File: src/rtl/load_store_unit_if.sv
// Request/writeback and data-memory bus bundle for load_store_unit.
// master = the LSU itself, slave = requester plus memory side.
interface load_store_unit_if;
  logic        lsu_valid;
  logic        lsu_load;
  logic [2:0]  lsu_func3;
  logic [31:0] lsu_addr;
  logic [31:0] lsu_wdata;
  logic [4:0]  lsu_rd;
  logic        lsu_busy;
  logic        lsu_done;
  logic [1:0]  lsu_error;
  logic        load_we;
  logic [4:0]  load_rd;
  logic [31:0] load_data;
  logic        mem_req;
  logic        mem_ready;
  logic        mem_we;
  logic [31:0] mem_addr;
  logic [3:0]  mem_wstrb;
  logic [31:0] mem_wdata;
  logic        mem_rsp_valid;
  logic [31:0] mem_rdata;

  modport master (
    input  lsu_valid, lsu_load, lsu_func3,
    input  lsu_addr, lsu_wdata, lsu_rd,
    output lsu_busy, lsu_done, lsu_error,
    output load_we, load_rd, load_data,
    output mem_req, mem_we, mem_addr,
    output mem_wstrb, mem_wdata,
    input  mem_ready, mem_rsp_valid, mem_rdata
  );

  modport slave (
    output lsu_valid, lsu_load, lsu_func3,
    output lsu_addr, lsu_wdata, lsu_rd,
    input  lsu_busy, lsu_done, lsu_error,
    input  load_we, load_rd, load_data,
    input  mem_req, mem_we, mem_addr,
    input  mem_wstrb, mem_wdata,
    output mem_ready, mem_rsp_valid, mem_rdata
  );
endinterface

File: src/rtl/load_store_unit.sv
// Memory-access stage: single-outstanding load/store bus master with
// lane alignment, load extension and misalign/func3/timeout errors.
module load_store_unit #(
  parameter int unsigned TIMEOUT_CYCLES = 255
) (
  input logic clock,
  input logic reset,
  load_store_unit_if.master bus
);

  typedef enum logic [1:0] {
    IDLE,
    REQ,
    WAIT,
    DONE
  } state_t;

  localparam int CW = $clog2(TIMEOUT_CYCLES + 1);
  localparam logic [CW-1:0] CNT_MAX = CW'(TIMEOUT_CYCLES);
  localparam logic [CW-1:0] CNT_TO = CW'(TIMEOUT_CYCLES - 1);

  localparam logic [1:0] E_OK = 2'b00;
  localparam logic [1:0] E_MIS = 2'b01;
  localparam logic [1:0] E_F3 = 2'b10;
  localparam logic [1:0] E_TO = 2'b11;

  state_t state, state_d;
  logic [CW-1:0] cnt, cnt_d;
  logic [1:0] err_q, err_d;

  logic c_load;
  logic [2:0] c_func3;
  logic [31:0] c_addr;
  logic [31:0] c_wdata;
  logic [4:0] c_rd;
  logic [4:0] rd_q;
  logic [31:0] data_q;

  logic take;
  logic fin_early;
  logic fin_bus;
  logic rsp_ok;

  logic illegal;
  logic misal;
  logic to_hit;
  logic [1:0] off;
  logic [31:0] shifted;
  logic [7:0] rbyte;
  logic [15:0] rhalf;
  logic [31:0] ext;
  logic [3:0] strb;
  logic [31:0] wdat;

  always_comb begin
    illegal = 1'b0;
    misal = 1'b0;
    unique case (1'b1)
      bus.lsu_func3 == 3'b000: illegal = 1'b0;
      bus.lsu_func3 == 3'b001: illegal = 1'b0;
      bus.lsu_func3 == 3'b010: illegal = 1'b0;
      bus.lsu_func3 == 3'b100: illegal = !bus.lsu_load;
      bus.lsu_func3 == 3'b101: illegal = !bus.lsu_load;
      default: illegal = 1'b1;
    endcase
    if (bus.lsu_func3[1:0] == 2'b01)
      misal = bus.lsu_addr[0];
    else if (bus.lsu_func3[1:0] == 2'b10)
      misal = |bus.lsu_addr[1:0];
  end

  assign to_hit = (cnt >= CNT_TO);

  always_comb begin
    state_d = state;
    cnt_d = cnt;
    err_d = err_q;
    take = 1'b0;
    fin_early = 1'b0;
    fin_bus = 1'b0;
    rsp_ok = 1'b0;
    unique case (state)
      IDLE: begin
        if (bus.lsu_valid) begin
          take = 1'b1;
          if (illegal) begin
            err_d = E_F3;
            state_d = DONE;
            fin_early = 1'b1;
          end else if (misal) begin
            err_d = E_MIS;
            state_d = DONE;
            fin_early = 1'b1;
          end else begin
            state_d = REQ;
            cnt_d = '0;
          end
        end
      end
      REQ: begin
        cnt_d = (cnt == CNT_MAX) ? cnt : cnt + 1'b1;
        if (bus.mem_ready) begin
          state_d = WAIT;
        end else if (to_hit) begin
          err_d = E_TO;
          state_d = DONE;
          fin_bus = 1'b1;
        end
      end
      WAIT: begin
        cnt_d = (cnt == CNT_MAX) ? cnt : cnt + 1'b1;
        // a response in the timeout cycle still completes normally
        if (bus.mem_rsp_valid) begin
          err_d = E_OK;
          state_d = DONE;
          fin_bus = 1'b1;
          rsp_ok = 1'b1;
        end else if (to_hit) begin
          err_d = E_TO;
          state_d = DONE;
          fin_bus = 1'b1;
        end
      end
      DONE: begin
        state_d = IDLE;
      end
      default: state_d = IDLE;
    endcase
  end

  assign off = c_addr[1:0];
  assign shifted = bus.mem_rdata >> {off, 3'b000};
  assign rbyte = shifted[7:0];
  assign rhalf = off[1] ? bus.mem_rdata[31:16]
                        : bus.mem_rdata[15:0];

  always_comb begin
    ext = bus.mem_rdata;
    unique case (1'b1)
      c_func3 == 3'b000: ext = {{24{rbyte[7]}}, rbyte};
      c_func3 == 3'b001: ext = {{16{rhalf[15]}}, rhalf};
      c_func3 == 3'b100: ext = {24'd0, rbyte};
      c_func3 == 3'b101: ext = {16'd0, rhalf};
      default: ext = bus.mem_rdata;
    endcase
  end

  always_comb begin
    strb = 4'b1111;
    wdat = c_wdata;
    unique case (1'b1)
      c_func3[1:0] == 2'b00: begin
        strb = 4'b0001 << off;
        wdat = {4{c_wdata[7:0]}};
      end
      c_func3[1:0] == 2'b01: begin
        strb = off[1] ? 4'b1100 : 4'b0011;
        wdat = {2{c_wdata[15:0]}};
      end
      default: begin
        strb = 4'b1111;
        wdat = c_wdata;
      end
    endcase
  end

  always_ff @(posedge clock or negedge reset) begin
    if (!reset) begin
      state <= IDLE;
      cnt <= '0;
      err_q <= E_OK;
      c_load <= 1'b0;
      c_func3 <= 3'd0;
      c_addr <= 32'd0;
      c_wdata <= 32'd0;
      c_rd <= 5'd0;
      rd_q <= 5'd0;
      data_q <= 32'd0;
    end else begin
      state <= state_d;
      cnt <= cnt_d;
      err_q <= err_d;
      if (take) begin
        c_load <= bus.lsu_load;
        c_func3 <= bus.lsu_func3;
        c_addr <= bus.lsu_addr;
        c_wdata <= bus.lsu_wdata;
        c_rd <= bus.lsu_rd;
      end
      if (fin_early) begin
        rd_q <= bus.lsu_rd;
        data_q <= 32'd0;
      end else if (fin_bus) begin
        rd_q <= c_rd;
        data_q <= (rsp_ok && c_load) ? ext : 32'd0;
      end
    end
  end

  logic in_req;
  logic in_done;

  assign in_req = (state == REQ);
  assign in_done = (state == DONE);

  assign bus.lsu_busy = (state != IDLE);
  assign bus.lsu_done = in_done;
  assign bus.lsu_error = in_done ? err_q : E_OK;
  assign bus.load_we = in_done && c_load && (err_q == E_OK);
  assign bus.load_rd = rd_q;
  assign bus.load_data = data_q;

  assign bus.mem_req = in_req;
  assign bus.mem_we = in_req && !c_load;
  assign bus.mem_addr = in_req ? {c_addr[31:2], 2'b00} : 32'd0;
  assign bus.mem_wstrb = (in_req && !c_load) ? strb : 4'b0000;
  assign bus.mem_wdata = (in_req && !c_load) ? wdat : 32'd0;

endmodule

File: src/flat_wrapper.sv
// flat-port wrapper written by rule: the top's interface ports become plain ports
module load_store_unit_flat 
#(
  parameter int unsigned TIMEOUT_CYCLES = 255
)
  (clock, reset, bus_lsu_valid, bus_lsu_load, bus_lsu_func3, bus_lsu_addr, bus_lsu_wdata, bus_lsu_rd, bus_lsu_busy, bus_lsu_done, bus_lsu_error, bus_load_we, bus_load_rd, bus_load_data, bus_mem_req, bus_mem_we, bus_mem_addr, bus_mem_wstrb, bus_mem_wdata, bus_mem_ready, bus_mem_rsp_valid, bus_mem_rdata);
  load_store_unit_if bus_i ();
  input logic clock;
  input logic reset;
  input wire logic [$bits(bus_i.lsu_valid)-1:0] bus_lsu_valid;
  input wire logic [$bits(bus_i.lsu_load)-1:0] bus_lsu_load;
  input wire logic [$bits(bus_i.lsu_func3)-1:0] bus_lsu_func3;
  input wire logic [$bits(bus_i.lsu_addr)-1:0] bus_lsu_addr;
  input wire logic [$bits(bus_i.lsu_wdata)-1:0] bus_lsu_wdata;
  input wire logic [$bits(bus_i.lsu_rd)-1:0] bus_lsu_rd;
  output wire logic [$bits(bus_i.lsu_busy)-1:0] bus_lsu_busy;
  output wire logic [$bits(bus_i.lsu_done)-1:0] bus_lsu_done;
  output wire logic [$bits(bus_i.lsu_error)-1:0] bus_lsu_error;
  output wire logic [$bits(bus_i.load_we)-1:0] bus_load_we;
  output wire logic [$bits(bus_i.load_rd)-1:0] bus_load_rd;
  output wire logic [$bits(bus_i.load_data)-1:0] bus_load_data;
  output wire logic [$bits(bus_i.mem_req)-1:0] bus_mem_req;
  output wire logic [$bits(bus_i.mem_we)-1:0] bus_mem_we;
  output wire logic [$bits(bus_i.mem_addr)-1:0] bus_mem_addr;
  output wire logic [$bits(bus_i.mem_wstrb)-1:0] bus_mem_wstrb;
  output wire logic [$bits(bus_i.mem_wdata)-1:0] bus_mem_wdata;
  input wire logic [$bits(bus_i.mem_ready)-1:0] bus_mem_ready;
  input wire logic [$bits(bus_i.mem_rsp_valid)-1:0] bus_mem_rsp_valid;
  input wire logic [$bits(bus_i.mem_rdata)-1:0] bus_mem_rdata;
  assign bus_i.lsu_valid = bus_lsu_valid;
  assign bus_i.lsu_load = bus_lsu_load;
  assign bus_i.lsu_func3 = bus_lsu_func3;
  assign bus_i.lsu_addr = bus_lsu_addr;
  assign bus_i.lsu_wdata = bus_lsu_wdata;
  assign bus_i.lsu_rd = bus_lsu_rd;
  assign bus_lsu_busy = bus_i.lsu_busy;
  assign bus_lsu_done = bus_i.lsu_done;
  assign bus_lsu_error = bus_i.lsu_error;
  assign bus_load_we = bus_i.load_we;
  assign bus_load_rd = bus_i.load_rd;
  assign bus_load_data = bus_i.load_data;
  assign bus_mem_req = bus_i.mem_req;
  assign bus_mem_we = bus_i.mem_we;
  assign bus_mem_addr = bus_i.mem_addr;
  assign bus_mem_wstrb = bus_i.mem_wstrb;
  assign bus_mem_wdata = bus_i.mem_wdata;
  assign bus_i.mem_ready = bus_mem_ready;
  assign bus_i.mem_rsp_valid = bus_mem_rsp_valid;
  assign bus_i.mem_rdata = bus_mem_rdata;
  load_store_unit #(.TIMEOUT_CYCLES(TIMEOUT_CYCLES)) u_core (.clock(clock), .reset(reset), .bus(bus_i));
endmodule
File: config.mk
export PLATFORM = sky130hd
export DESIGN_NAME = load_store_unit_flat
export DESIGN_NICKNAME = d
export VERILOG_FILES = /design/src/rtl/load_store_unit_if.sv /design/src/rtl/load_store_unit.sv /design/src/flat_wrapper.sv
export SDC_FILE = /design/constraint.sdc
export NUM_CORES = 1
export LEC_CHECK = 0
export CAP_MARGIN = 20
export CORE_AREA = 2 2 128 130
export CTS_CLUSTER_SIZE = 8
export DETAILED_ROUTE_END_ITERATION = 10
export DIE_AREA = 0 0 130 132
export GPL_TIMING_DRIVEN = 0
export PLACE_DENSITY_LB_ADDON = 0.05
export SLEW_MARGIN = 20
export SYNTH_ARGS = -nofsm -noshare
export SYNTH_HDL_FRONTEND = slang
export SYNTH_SLANG_ARGS = --single-unit
File: constraint.sdc
create_clock -name clock -period 1.9 [get_ports clock]
set_input_delay 0.38 -clock clock [delete_from_list [all_inputs] [get_ports clock]]
set_output_delay 0.38 -clock clock [all_outputs]
set_load 0.005 [all_outputs]
# --- Word level (Yosys, flattened, before mapping) ---
# Cells that the tools add are included.
totals:
  elab_cells: 103
  out_inout_bits: 112
  in_bits: 110
  regBits: 122
op_classes:
  shifts: 2
  reduce_logical: 21
  n_eq_ne: 20
  add_sub_neg: 1
  n_mux: 48
  order_cmp: 1
ops:
  columns: ["operator", "n"]
  rows:
  - ["$mux W32", 5]
  - ["$pmux W32 S4", 1]
  - ["$pmux W32 S2", 1]
  - ["$mux W8", 4]
  - ["$shr A32 B5 Y8", 1]
  - ["$mux W2", 13]
  - ["$mux W16", 1]
  - ["$pmux W8 S2", 1]
  - ["$mux W1", 13]
  - ["$eq A3 B3 Y1 const B", 4]
  - ["$mux W5", 2]
  - ["$ne A2 B2 Y1 const B", 5]
  - ["$add A8 B1 Y8 const B", 1]
  - ["$eq A8 B8 Y1 const B", 1]
  - ["$ge A8 B8 Y1 const B", 1]
  - ["$mux W4", 2]
  - ["$pmux W2 S4", 1]
  - ["$pmux W4 S2", 1]
  - ["$eq A2 B1 Y1 const B", 3]
  - ["$eq A2 B2 Y1 const B", 3]
  - ["$eq A3 B1 Y1 const B", 2]
  - ["$logic_not A2 Y1", 3]
  - ["$logic_not A3 Y1", 2]
  - ["$pmux W2 S3", 1]
  - ["other kinds (12)", 21]

# --- Logic depth before layout (Yosys ltp) ---
logic_depth:
  depth_word: 8
  ltp_mapped: 10
  mapped_depth_nobuf: 7

# --- Least setup slack after synthesis ---
# No wires, ideal clock.
synth_timing:
  path_kind: "reg-to-reg"
  start: "register u_core.state[1]"
  end: "register u_core.data_q[12] (netlist: u_core.bus.load_data[12])"
  t_arrival_ns: 1.838
  path_stages_with_launch: 8
  path_slack_ns: -0.059
  n_path_buf: 1
  path_cell_list: "dfrtp_1 -> inv_1 -> ha_1 -> nand2_1 -> nor2_1 -> nor2_4 -> buf_6 -> a22o_1"
synth_via:
  elab_chain_cells: 6
  word_cells_on_any_way: 11
synth_lines:
  columns: ["item", "line_no", "rtl"]
  rows:
  - ["start, declared", "load_store_unit.sv:27", "state_t state, state_d;"]
  - ["start signal, assigned", "load_store_unit.sv:180", "state <= state_d;"]
  - ["$eq A2 B2 Y1", "load_store_unit.sv:82", "unique case (state)"]
  - ["$mux W1", "load_store_unit.sv:82", null]
  - ["$logic_and A1 B1 Y1", "load_store_unit.sv:195", "data_q <= (rsp_ok && c_load) ? ext : 32'd0;"]
  - ["$mux W32", "load_store_unit.sv:195", null]
  - ["$mux W32", "load_store_unit.sv:193", "end else if (fin_bus) begin"]
  - ["$mux W32", "load_store_unit.sv:190", "if (fin_early) begin"]
  - ["end signal, assigned", "load_store_unit.sv:195", null]
  - ["end, declared", "load_store_unit.sv:37", "logic [31:0] data_q;"]
# Parallel ways exist; a longest one is shown, timed or not. The select of a mux whose other input is x is not followed.
# A chain may end at the register's enable or synchronous reset.

# --- Worst setup path after layout ---
layout_timing:
  start: "register u_core.state[1]"
  end: "output port bus_mem_wdata[12]"
layout_via:
  elab_chain_cells: 3
layout_lines:
  columns: ["item", "line_no", "rtl"]
  rows:
  - ["$eq A2 B1 Y1", "load_store_unit.sv:203", "assign in_req = (state == REQ);"]
  - ["$logic_and A1 B1 Y1", "load_store_unit.sv:217", "assign bus.mem_wdata = (in_req && !c_load) ? wdat : 32'd0;"]
  - ["$mux W32", "load_store_unit.sv:217", null]
  - ["end, declared", "flat_wrapper.sv:26", "output wire logic [$bits(bus_i.mem_wdata)-1:0] bus_mem_wdata;"]
# Every way passes these cells.

==> results by stage <==
Outcome:
- The run finished, with violations left.
- The checks that failed: setup timing.

GRT:
- The first global-routing pass estimated 33.17 mm of wire.
- The largest net degree at the start of global routing is 65.
- The number of antenna violations at the first check in global routing is 0.
- The number of global-route vias before repair is 6228.
- The aggregate global routing overflow is 0.
- Across every metal layer, demand over resource in global routing totals 0.2505.

Die:
- The floorplan has 46 rows.
- For this configuration, the core starts out at a cell density of 0.4113.
- The placeable core region is 0.01571 mm^2.
- From bottom edge to top edge, the die measures about 130 um.
- Pin placement for this block handled about 220 I/O pins.
- The die extent in x is approximately 130 um.
- The die outline area is 0.01716 mm^2.

Logic synthesis:
- Yosys mapped the design onto between 50 and 60 distinct sky130hd cell types.
- The proportion of register bits with asynchronous set or reset after synthesis is 1.000.
- The sequential area share after synthesis is 0.4724.
- Each instance of the synthesized netlist takes up on average 10.63 um^2.
- Sorting the synthesized cells by area gives the leading types as sky130_fd_sc_hd__dfrtp_1, sky130_fd_sc_hd__mux2_2, sky130_fd_sc_hd__mux2i_1, sky130_fd_sc_hd__and2_1, sky130_fd_sc_hd__a21oi_1.
- Of the post-synthesis cell area, the dominant cell type holds 0.4724.
- In the synthesized netlist the dominant register cell turns out to be sky130_fd_sc_hd__dfrtp_1.
- The cell area after synthesis is 0.006462 mm^2.
- The post-synthesis instance total is roughly 610.
- Summed over all instances, the cell type with the most area after synthesis is sky130_fd_sc_hd__dfrtp_1.
- The total of flip-flops plus latches after synthesis is approximately 120.
- Yosys printed 0 warnings.
- In this run, synthesis inferred 0 flip-flops with an integrated enable.

Setup path:
- In this run the critical register-to-register path is launched from u_core.state[0]$_DFFE_PN0N_.
- The maximum fanout along the worst path is 5.
- Walking the worst path, the cells encountered are inv_2, ha_4, nand2b_4, buf_6, clkbuf_8, a21oi_2, buf_2.
- STA classifies the critical path endpoint as an output pin.
- The slack of the worst reg-to-reg path is 0 ps.
- The cell depth of the worst flop-to-flop path is 8.
- The critical path is of the flop to output pin type.
- The reg-to-reg endpoint is u_core.c_wdata[24]$_DFFE_PN0P_.
- The maximum cell stage delay along the critical path is 390 ps.
- The required time of the worst setup path is 1520 ps.
- The data arrival time of the critical path is 1710 ps.
- The category of the worst setup path launch point is a flop.
- The library cell contributing the largest single delay on the critical path is sky130_fd_sc_hd__dfrtp_1.

Timing:
- The actual transition at the worst max-transition pin is about 580 ps.
- After layout, the minimum clock period comes to 2093 ps.
- The number of pins with negative max-slew slack in the final report was 0.
- Setup violations remaining at the end of the flow were counted as 71.
- Dividing the final minimum period by the clock period gives 1.101.
- Setup repair after global routing could not meet its margin everywhere.
- The number of hold-slack violations in the final timing report is 0.
- The worst relative slew slack is 0.6129.
- Setup total negative slack on the finished layout was measured at -6398 ps.
- The worst clock skew is 6.409 ps.
- The final critical-path setup slack is -192.6 ps.
- The maximum clock rate is 0.4779 GHz.

Power and ir drop:
- The cell area power density is 1661 mW/mm^2.
- The post-layout total power is 18.12 mW.
- The maximum ir drop on the vdd rail is 0.8481 mV.
- The leakage dissipation is 4.810 nW.

Min path:
- The worst hold path was traced through 3 stages.
- The hold path endpoint is u_core.c_addr[1]$_DFFE_PN0P_.
- The hold path startpoint is bus_lsu_addr[1].
- The tightest min-delay check is of the input pin to flop type.

Route:
- Summed over all nets, wire length on met2 after detailed routing comes to roughly 11 mm.
- The mean routed wirelength per cell is 19.71 um.
- Wires add up to approximately 22 mm.
- The total vias in the final route is slightly above 6000.
- The routed metal-1 wirelength is 8.793 mm.
- The number of vias per cell after detailed routing is 5.403.
- The number of DRC violations after detailed routing is 0.
- Once detail routing completed, the nets flagged for antenna violations numbered 0.
- For this block, the initial DRC count from the detailed router was around 440.
- The first-pass iteration count of the detailed router is 5.
- The met3 wire length is a little under 2 mm.
- Signal routing reaches up to met4.

Clock tree:
- The latest clock arrival within the worst-skew pair is 410 ps.
- The CTS H-tree depth is 4.
- The CTS tree is yes.
- The number of clock sinks is 122.
- The tree is rooted in a sky130_fd_sc_hd__clkbuf_16.
- After clock tree synthesis, the clock-pin slew on the worst setup and hold paths is 50 ps.
- The worst-case clock buffer depth is 2.
- In this run, CTS created clock tree buffers numbering 17.

Cells and area:
- The share of layout cells above drive strength 1 is 0.4279.
- The net count of the finished layout is 1021.
- Fill cells in the final layout number between 1000 and 1500.
- The number of antenna repair diodes is 0.
- The area growth from synthesis to layout is 68.79%.

Placement:
- Input and output buffers added on the ports amount to between 200 and 250.
- The final HPWL from detailed placement is 14.63 mm.
- The placer's final routability congestion estimate is roughly 0.87.

Flow run:
- The max-cap check violation count is 0.
-- metal layers --
layer / vias to the layer above / GRT usage
li1: 2756 / -
met1: 3034 / 0.3127
met2: 278 / 0.4034
met3: 48 / 0.08279
met4: 0 / 0.09200
met5: - / 0
-- state kept, by name, indices dropped and copies added, names as in the netlist --
name / flops
u_core.c_addr: 32
u_core.bus.load_data: 32
u_core.err_q: 2
u_core.bus.load_rd: 5
u_core.c_rd: 5
u_core.state: 2
u_core.c_load: 1
u_core.c_wdata: 32
u_core.cnt: 8
u_core.c_func3: 3
-- logic make-up (layout without fill, tap and decap cells) --
logic type               after synthesis  in the layout  synth area share
AO/OA/AOI/OAI                        146            146            0.1611
adder cells (fa/ha/maj)                7              7           0.01355
buffers and inverters                 52            359           0.03775
flip-flops                           122            122            0.4724
multiplexers                         106            106            0.1785
other                                  1              2         0.0005803
AND/OR/NAND/NOR                      174            174            0.1361
-- area by class of cell --
class                      instances  area [um^2]  area share
clock inverter                     8        93.84    0.008603
tap                              216        270.3     0.02478
clock buffer                      23        478.0     0.04382
buffer                            33        442.9     0.04061
inverter                           9        40.04    0.003671
multi-input combinational        435         3707      0.3399
timing repair buffer             286         2819      0.2584
sequential                       122         3057      0.2802
-- how the worst max path moves through the flow --
stage                                 from                           endpoint  slack, ps  depth (start not counted)
2_1_floorplan  u_core.state[0]$_DFFE_PN0N_  u_core.bus.load_rd[3]$_DFFE_PN0P_          5                          9
5_1_grt        u_core.state[1]$_DFFE_PN0N_                  bus_mem_wdata[13]       -270                          7
3_5_place_dp   u_core.state[1]$_DFFE_PN0N_                   bus_mem_wstrb[3]      -1070                          8
6_report       u_core.state[1]$_DFFE_PN0N_                  bus_mem_wdata[12]       -190                          7
3_3_place_gp                         reset      u_core.c_wdata[2]$_DFFE_PN0P_      -4430                          1
4_1_cts        u_core.state[1]$_DFFE_PN0N_                  bus_mem_wdata[13]       -180                          7
-- synthesized netlist by cell type (2+ instances only) --
library cell / n
sky130_fd_sc_hd__nand2b_1: 6
sky130_fd_sc_hd__mux2i_1: 32
sky130_fd_sc_hd__a21oi_1: 50
sky130_fd_sc_hd__nand3_1: 6
sky130_fd_sc_hd__mux2_2: 73
sky130_fd_sc_hd__nor2b_1: 8
sky130_fd_sc_hd__nand3b_1: 2
sky130_fd_sc_hd__o21a_1: 2
sky130_fd_sc_hd__o22ai_1: 7
sky130_fd_sc_hd__o2bb2ai_2: 10
sky130_fd_sc_hd__a2bb2oi_1: 2
sky130_fd_sc_hd__a22o_1: 8
sky130_fd_sc_hd__and2_1: 43
sky130_fd_sc_hd__buf_4: 5
sky130_fd_sc_hd__buf_6: 3
sky130_fd_sc_hd__nor2_1: 47
sky130_fd_sc_hd__o31ai_1: 3
sky130_fd_sc_hd__o21ai_1: 2
sky130_fd_sc_hd__a22oi_1: 7
sky130_fd_sc_hd__clkbuf_1: 25
sky130_fd_sc_hd__o21ai_0: 17
sky130_fd_sc_hd__inv_1: 9
sky130_fd_sc_hd__buf_1: 4
sky130_fd_sc_hd__dfrtp_1: 122
sky130_fd_sc_hd__nand2_1: 41
sky130_fd_sc_hd__nor3_1: 4
sky130_fd_sc_hd__buf_2: 6
sky130_fd_sc_hd__and3_1: 4
sky130_fd_sc_hd__o31a_1: 2
sky130_fd_sc_hd__o2bb2ai_1: 7
sky130_fd_sc_hd__ha_1: 7
sky130_fd_sc_hd__a21o_1: 12
sky130_fd_sc_hd__a221oi_1: 7
sky130_fd_sc_hd__nand4_1: 2
sky130_fd_sc_hd__o22a_1: 2
-- layout by cell type, fill, tap and decap left out, types with 5 or more instances in the layout --
master and n:
sky130_fd_sc_hd__a22oi_1 7, sky130_fd_sc_hd__buf_12 8, sky130_fd_sc_hd__a22o_1 8, sky130_fd_sc_hd__dlygate4sd2_1 7, sky130_fd_sc_hd__nor2_1 28, sky130_fd_sc_hd__buf_6 55, sky130_fd_sc_hd__clkbuf_1 6, sky130_fd_sc_hd__clkinv_2 5
sky130_fd_sc_hd__mux2i_1 28, sky130_fd_sc_hd__clkbuf_8 5, sky130_fd_sc_hd__buf_4 44, sky130_fd_sc_hd__a21o_1 12, sky130_fd_sc_hd__nor2_4 12, sky130_fd_sc_hd__clkdlybuf4s50_1 142, sky130_fd_sc_hd__nor2b_1 8, sky130_fd_sc_hd__clkbuf_16 25
sky130_fd_sc_hd__a21oi_2 12, sky130_fd_sc_hd__o2bb2ai_2 9, sky130_fd_sc_hd__mux2_2 73, sky130_fd_sc_hd__buf_8 9, sky130_fd_sc_hd__o21ai_0 14, sky130_fd_sc_hd__and2_4 38, sky130_fd_sc_hd__nand2_1 38, sky130_fd_sc_hd__a21oi_1 38
sky130_fd_sc_hd__dfrtp_1 119, sky130_fd_sc_hd__and2_1 5, sky130_fd_sc_hd__nor2_2 8, sky130_fd_sc_hd__nand3_1 6, sky130_fd_sc_hd__o22ai_1 7, sky130_fd_sc_hd__buf_2 29
-- power breakdown --
part           internal, mW  switching [mW]
Clock                  2.02            1.15
Sequential             3.80           0.984
Combinational          5.74            4.42
Total                  11.6            6.56
-- critical path: cells and delay by family (launching register included) --
kind,cells,cell delay [ps]
DFF,1,390
and+or+nand+nor,1,110
adders and majority gates,1,170
buffers and inverters,4,520
AOI/OAI and AO/OA,1,110
-- through the flow --
step / util / area [um^2] / hold slack [ps] / setup slack, ps / std cells
final: 0.6942 / 10910 / 431.2 / -192.6 / 1132
after floorplan: - / 6471 / 84.41 / 5.255 / 609
after global routing: 0.6942 / 10910 / 432.7 / -268.3 / 1132
after detailed placement: 0.5704 / 8962 / 401.9 / -1068 / 1045
after CTS: 0.6609 / 10390 / 412.9 / -178.8 / 1116
after global placement: 0.5686 / 8934 / 481.2 / -4429 / 1044
-- what timing repair did --
action                                  in CTS  in global routing
hold buffers                                 1                  0
cloned                                       5                  3
gates resized for setup                    468                 92
endpoints found under the setup margin     174                156
buffers inserted                            41                 18
endpoints found under the hold margin       58                  0
pin swaps                                   23                 14
(Power assumes the default switching activity.)
